## src/rtl/vending_pkg.sv

```systemverilog
// Shared encodings for the multi-item vending controller.
// State codes and coin codes used by the controller and its bench.
package vending_pkg;

  localparam logic [1:0] IDLE    = 2'd0;
  localparam logic [1:0] COLLECT = 2'd1;
  localparam logic [1:0] VEND    = 2'd2;
  localparam logic [1:0] CHANGE  = 2'd3;

  localparam logic [1:0] COIN_A    = 2'b00;
  localparam logic [1:0] COIN_B    = 2'b01;
  localparam logic [1:0] COIN_C    = 2'b10;
  localparam logic [1:0] COIN_RSVD = 2'b11;

  typedef enum logic [1:0] {
    ST_IDLE    = IDLE,
    ST_COLLECT = COLLECT,
    ST_VEND    = VEND,
    ST_CHANGE  = CHANGE
  } state_e;

endpackage

```

## src/rtl/vending_price_lut.sv

```systemverilog
// Item select to price lookup, with a flag for selects
// that do not name a stocked product.
module vending_price_lut
  import vending_pkg::*;
#(
  parameter int NUM_ITEMS = 4,
  parameter int SEL_W     = 2,
  parameter int CREDIT_W  = 8,
  parameter logic [NUM_ITEMS*CREDIT_W-1:0] PRICES =
    {8'd50, 8'd35, 8'd25, 8'd15}
) (
  input  logic [SEL_W-1:0]    sel,
  output logic [CREDIT_W-1:0] price,
  output logic                in_range
);

  always_comb begin
    price = '0;
    for (int i = 0; i < NUM_ITEMS; i++) begin
      if (sel == SEL_W'(i)) begin
        price = PRICES[i*CREDIT_W +: CREDIT_W];
      end
    end
  end

  assign in_range = 32'(sel) < NUM_ITEMS;

endmodule

```

## src/rtl/vending_ctrl.sv

```systemverilog
// Multi-item vending controller: binary credit register,
// per-item prices, refund and unit-coin change handshake.
module vending_ctrl
  import vending_pkg::*;
#(
  parameter int NUM_ITEMS   = 4,
  parameter int SEL_W       = 2,
  parameter int CREDIT_W    = 8,
  parameter int COIN0_VAL   = 5,
  parameter int COIN1_VAL   = 10,
  parameter int COIN2_VAL   = 25,
  parameter int MAX_CREDIT  = 95,
  parameter int CHANGE_UNIT = 5,
  parameter logic [NUM_ITEMS*CREDIT_W-1:0] PRICES =
    {8'd50, 8'd35, 8'd25, 8'd15}
) (
  input  logic                clk,
  input  logic                rst_n,
  input  logic                coin_valid,
  input  logic [1:0]          coin,
  output logic                coin_reject,
  input  logic                buy,
  input  logic [SEL_W-1:0]    sel,
  input  logic                cancel,
  output logic                vend_valid,
  output logic [SEL_W-1:0]    vend_item,
  output logic                buy_err,
  output logic                change_valid,
  input  logic                change_ready,
  output logic [CREDIT_W-1:0] credit,
  output logic                busy
);

  if ((1 << SEL_W) < NUM_ITEMS) begin : g_sel_chk
    $error("SEL_W too narrow for NUM_ITEMS");
  end
  if (COIN0_VAL % CHANGE_UNIT != 0 ||
      COIN1_VAL % CHANGE_UNIT != 0 ||
      COIN2_VAL % CHANGE_UNIT != 0 ||
      MAX_CREDIT % CHANGE_UNIT != 0) begin : g_coin_chk
    $error("coin values must be multiples of CHANGE_UNIT");
  end
  for (genvar i = 0; i < NUM_ITEMS; i++) begin : g_price_chk
    if (PRICES[i*CREDIT_W +: CREDIT_W] % CHANGE_UNIT != 0)
    begin : g_err
      $error("price must be a multiple of CHANGE_UNIT");
    end
  end

  state_e              state_q, state_d;
  logic [CREDIT_W-1:0] credit_q, credit_d;
  logic [SEL_W-1:0]    item_q, item_d;
  logic                rej_q, rej_d;
  logic                vv_q, vv_d;
  logic                berr_q, berr_d;
  logic                cv_q, cv_d;
  logic                busy_q, busy_d;

  logic [CREDIT_W-1:0] price;
  logic                sel_ok;
  logic [CREDIT_W-1:0] coin_val;
  logic [CREDIT_W:0]   sum;
  logic                coin_ok;

  vending_price_lut #(
    .NUM_ITEMS (NUM_ITEMS),
    .SEL_W     (SEL_W),
    .CREDIT_W  (CREDIT_W),
    .PRICES    (PRICES)
  ) u_lut (
    .sel      (sel),
    .price    (price),
    .in_range (sel_ok)
  );

  always_comb begin
    unique case (coin)
      COIN_A:  coin_val = CREDIT_W'(COIN0_VAL);
      COIN_B:  coin_val = CREDIT_W'(COIN1_VAL);
      COIN_C:  coin_val = CREDIT_W'(COIN2_VAL);
      default: coin_val = '0;
    endcase
  end

  // One extra bit so an over-limit sum is seen, not wrapped.
  assign sum = {1'b0, credit_q} + {1'b0, coin_val};
  assign coin_ok = (coin != COIN_RSVD) &&
                   (sum <= (CREDIT_W+1)'(MAX_CREDIT));

  always_comb begin
    state_d  = state_q;
    credit_d = credit_q;
    item_d   = item_q;
    rej_d    = 1'b0;
    vv_d     = 1'b0;
    berr_d   = 1'b0;
    unique case (state_q)
      ST_IDLE, ST_COLLECT: begin
        if (cancel) begin
          rej_d = coin_valid;
          if (credit_q != '0) state_d = ST_CHANGE;
        end else if (buy) begin
          rej_d = coin_valid;
          if (sel_ok && credit_q >= price) begin
            credit_d = credit_q - price;
            item_d   = sel;
            vv_d     = 1'b1;
            state_d  = ST_VEND;
          end else begin
            berr_d = 1'b1;
          end
        end else if (coin_valid) begin
          if (coin_ok) begin
            credit_d = sum[CREDIT_W-1:0];
            state_d  = ST_COLLECT;
          end else begin
            rej_d = 1'b1;
          end
        end
      end
      ST_VEND: begin
        rej_d   = coin_valid;
        berr_d  = buy;
        state_d = (credit_q != '0) ? ST_CHANGE : ST_IDLE;
      end
      ST_CHANGE: begin
        rej_d  = coin_valid;
        berr_d = buy;
        if (cv_q && change_ready) begin
          credit_d = credit_q - CREDIT_W'(CHANGE_UNIT);
          if (credit_d == '0) state_d = ST_IDLE;
        end
      end
      default: state_d = ST_IDLE;
    endcase
    cv_d   = (state_d == ST_CHANGE);
    busy_d = (state_d == ST_VEND) || (state_d == ST_CHANGE);
  end

  always_ff @(posedge clk or negedge rst_n) begin
    if (!rst_n) begin
      state_q  <= ST_IDLE;
      credit_q <= '0;
      item_q   <= '0;
      rej_q    <= 1'b0;
      vv_q     <= 1'b0;
      berr_q   <= 1'b0;
      cv_q     <= 1'b0;
      busy_q   <= 1'b0;
    end else begin
      state_q  <= state_d;
      credit_q <= credit_d;
      item_q   <= item_d;
      rej_q    <= rej_d;
      vv_q     <= vv_d;
      berr_q   <= berr_d;
      cv_q     <= cv_d;
      busy_q   <= busy_d;
    end
  end

  assign coin_reject  = rej_q;
  assign vend_valid   = vv_q;
  assign vend_item    = item_q;
  assign buy_err      = berr_q;
  assign change_valid = cv_q;
  assign credit       = credit_q;
  assign busy         = busy_q;

endmodule

```

## config.mk

```make
export PLATFORM = sky130hd
export DESIGN_NAME = vending_ctrl
export DESIGN_NICKNAME = d
export VERILOG_FILES = /design/src/rtl/vending_pkg.sv /design/src/rtl/vending_price_lut.sv /design/src/rtl/vending_ctrl.sv
export SDC_FILE = /design/constraint.sdc
export NUM_CORES = 1
export LEC_CHECK = 0
export ABC_CLOCK_PERIOD_IN_PS = 3600
export CAP_MARGIN = 10
export CORE_ASPECT_RATIO = 0.9
export CORE_MARGIN = 2
export CORE_UTILIZATION = 59
export CTS_BUF_LIST = sky130_fd_sc_hd__clkbuf_8 sky130_fd_sc_hd__clkbuf_16
export DETAILED_ROUTE_END_ITERATION = 16
export GPL_TIMING_DRIVEN = 0
export PLACE_DENSITY = 0.93
export RECOVER_POWER = 100
export SLEW_MARGIN = 40
export SYNTH_ARGS = -nofsm -noshare
export SYNTH_HDL_FRONTEND = slang
export SYNTH_SLANG_ARGS = --single-unit
export TNS_END_PERCENT = 5
```

## constraint.sdc

```tcl
create_clock -name clk -period 3.6 [get_ports clk]
set_input_delay 0.72 -clock clk [delete_from_list [all_inputs] [get_ports clk]]
set_output_delay 0.72 -clock clk [all_outputs]
set_load 0.01 [all_outputs]
```

==> qor.csv <==
metric,value,unit
finalNetCount,263,
post_synth_num_cell_types,56,
first_pass_iters,4,
rr_startpoint,credit[0],
final_layout_size_suffix_gt1_frac,0.0776,
groute.layer.met1.usage,0.401,
setup-violations-final,0,
grt_antenna_before_repair,0,
grt.overflow.total,0,
hold_violations,0,
hold_buffers,0,
status,"finished, final reports clean",
synthFlopType,sky130_fd_sc_hd__dfrtp_1,
postCtsResizedCells,0,
grt_util_met3,0.0674,
fp.dieW,61.7,µm
critical_path_fanout_max,9,
synth_largest_type_area_fraction,0.241,
drt-vias-per-instance,6.28,
top_level_ports,25,
min_delay_worst_endpoint,vend_item[0],
timing.critical_path.arrival,3.50,ns
worst_r2r_endpoint,credit[4],
antenna_violating_nets_post_route,0,
critical_path_startpoint_category,input port,
yosysTopAreaCell,sky130_fd_sc_hd__dfrtp_1,
timing.hold.worst_path_depth,2,
clock_sinks,17,
h-tree-depth,1,
leak_pwr,0.881,nW
setup_slack_of_the_most_critical_reg_to_reg_path,0.80,ns
worst-r2r-cell-count,10,
route.detailed.wl_per_inst,15.9,µm
post_cts_repair_setup_buffers,0,
slew_viol_final,0,
hold_path.startpoint,vend_item[0],
grt_pass1_wl,7.69,mm
slew_at_the_pin_closest_to_its_max_slew_limit,0.906,ns
effective_utilization_at_floorplan,0.633,
antennaDiodeCount,0,
period_needed,3.37,ns
async_set_reset_flop_share_out_of_synthesis,1.00,
postSynthAreaPerCell,8.67,µm²
cp-end-kind,flip-flop,
layoutNonFillerInstCount,272,
post-route-period-util,0.935,
timing.max_slew.rel_slack,0.396,
synthesis.instances,204,
yosys.cell_count.top_type,sky130_fd_sc_hd__ha_1,
gr-max-usage-layer,met2,
die-area,3450,µm²
via_count_of_the_first_global_routing_pass,1699,
placeableCoreArea,2790,µm²
final_critical_path_setup_slack,0.234,ns
max_cap_check_violation_count,0,
vdd_drop_max,0.451,mV
row_count,18,
cts_clock_pin_slew_for_the_worst_setup_and_hold_paths,0.06,ns
cts-root-buf,sky130_fd_sc_hd__clkbuf_8,
hpwl,3.41,mm
port_buffers,24,
final_standard_cell_utilization_of_the_core,0.750,
hold_slack,0.470,ns
largest_cells_by_area_after_synthesis,"sky130_fd_sc_hd__dfrtp_1 (24%), sky130_fd_sc_hd__ha_1 (13%), sky130_fd_sc_hd__o21ai_0 (3.4%)",
floorplan.die.height,55.9,µm
worstSetupPathType,input port to flip-flop,
yosys_register_bits,17,
max_clock_freq,297,MHz
flow.area_growth_from_synthesis,18.5,%
cts_buffers,3,
synth_enable_flop_cells,0,
drt_iter0_drc,106,
grt.total_usage,0.290,
clockBufferDepth,2,
timing.critical_path.required,3.74,ns
clock_insertion_delay_worst_skew,0.26,ns
cts_tree,done,
synth_warnings,0,
placement.setup.worst_slack,-0.142,ns
synth_nets,234,
drcViolationCount,0,
detailroute.via_count,1708,
holdCritPathClass,flip-flop to flip-flop,
grt_start_max_net_pins,18,
fin_skew,0.00644,ns
synth-seq-area-share,0.241,
detail_route.wirelength,4.34,mm
grt_setup_unrepaired,false,
ys_top_cells_by_count,"sky130_fd_sc_hd__ha_1 (18), sky130_fd_sc_hd__dfrtp_1 (17), sky130_fd_sc_hd__nor2_1 (16), sky130_fd_sc_hd__nand2_1 (15), sky130_fd_sc_hd__inv_1 (14)",
place_inst,268,
met2_usage,0.462,
place.gp.congestion,0.935,
cellPowerDensity,817,nW/µm²
synthesis.area,1770,µm²
[worst max path at each step]
stage | startpoint | depth (start not counted) | slack (ns) | to
after global placement | coin[0] | 10 | -0.06 | credit[4]
after detailed placement | coin[0] | 10 | -0.14 | credit[4]
final | coin[0] | 10 | 0.23 | credit[4]
after floorplan | coin[0] | 9 | 0.68 | credit[4]
after global routing | coin[0] | 10 | 0.02 | credit[4]
after CTS | coin[0] | 10 | 0.12 | credit[4]
[area by class of cell]
cell class	count	area, µm²
Sequential cell	17	425
Tap cell	40	50.0
Fill cell	227	697
Timing Repair Buffer	24	234
Inverter	14	52.6
Multi-Input combinational cell	166	1260
Clock inverter	1	5.00
Buffer	7	31.3
Clock buffer	3	41.3
[metrics by stage]
stage | power [mW] | cell area (µm²) | setup TNS, ns
floorplan | 1.22 | 1770 | 0
global route | 1.88 | 2100 | 0
finish | 1.71 | 2100 | 0
global placement | 1.54 | 2060 | -0.0555
detailed placement | 1.58 | 2060 | -0.145
CTS | 1.73 | 2100 | 0
[critical path: stages]
cell,delay (ns)
sky130_fd_sc_hd__clkdlybuf4s50_1,0.51
sky130_fd_sc_hd__inv_1,0.09
sky130_fd_sc_hd__ha_1,0.29
sky130_fd_sc_hd__ha_1,0.37
sky130_fd_sc_hd__a21oi_2,0.21
sky130_fd_sc_hd__o22ai_1,0.15
sky130_fd_sc_hd__and4_1,0.24
sky130_fd_sc_hd__o311ai_4,0.44
sky130_fd_sc_hd__a21oi_4,0.15
sky130_fd_sc_hd__mux2_1,0.34
[logic make-up after synthesis]
| logic type | share of synthesized area |
|---|---|
| adder cells (fa/ha/maj) | 0.150 |
| AO/OA/AOI/OAI | 0.307 |
| buffers and inverters | 0.0474 |
| multiplexers | 0.0333 |
| XOR/XNOR | 0.0495 |
| AND/OR/NAND/NOR | 0.172 |
| flip-flops | 0.241 |
[flip-flops by register name, indices dropped and copies added, names as in the netlist]
name and count:
credit 8, state_q 2, vend_item 2, busy 1, buy_err 1, change_valid 1
coin_reject 1, vend_valid 1
[power by group]
group,switching [mW],internal (mW)
sequential,0.105,0.260
clock,0.0715,0.0771
combinational,0.676,0.524
[cells in the final DEF, fill, tap and decap left out, types with 2 or more instances in the layout]
cell and instances:
sky130_fd_sc_hd__ha_1 18, sky130_fd_sc_hd__dfrtp_1 17, sky130_fd_sc_hd__nor2_1 16, sky130_fd_sc_hd__dlygate4sd3_1 16, sky130_fd_sc_hd__nand2_1 15, sky130_fd_sc_hd__inv_1 14
sky130_fd_sc_hd__o21ai_0 12, sky130_fd_sc_hd__nand3_1 11, sky130_fd_sc_hd__a21oi_1 8, sky130_fd_sc_hd__a211oi_1 8, sky130_fd_sc_hd__clkdlybuf4s50_1 7, sky130_fd_sc_hd__clkbuf_1 6
sky130_fd_sc_hd__xor2_1 6, sky130_fd_sc_hd__o22ai_1 5, sky130_fd_sc_hd__xnor2_1 4, sky130_fd_sc_hd__a21o_1 4, sky130_fd_sc_hd__nor3_1 4, sky130_fd_sc_hd__o21a_1 4
sky130_fd_sc_hd__a31oi_1 3, sky130_fd_sc_hd__a2bb2oi_1 3, sky130_fd_sc_hd__a221oi_1 3, sky130_fd_sc_hd__clkbuf_8 3, sky130_fd_sc_hd__nor2b_1 2, sky130_fd_sc_hd__nor4_1 2
sky130_fd_sc_hd__nor4_2 2, sky130_fd_sc_hd__a21o_2 2, sky130_fd_sc_hd__and2_1 2, sky130_fd_sc_hd__a22oi_1 2, sky130_fd_sc_hd__o31ai_1 2, sky130_fd_sc_hd__fa_1 2
[metal layers]
| layer | up-vias | share of wire | wire, µm |
|---|---|---|---|
| met3 | 7 | 0.075 | 324 |
| met2 | 69 | 0.48 | 2080 |
| met5 | - | 0 | 0 |
| met4 | 0 | 0.011 | 48 |
| met1 | 807 | 0.43 | 1880 |
| li1 | 825 | - | - |
(Power assumes the default switching activity.)
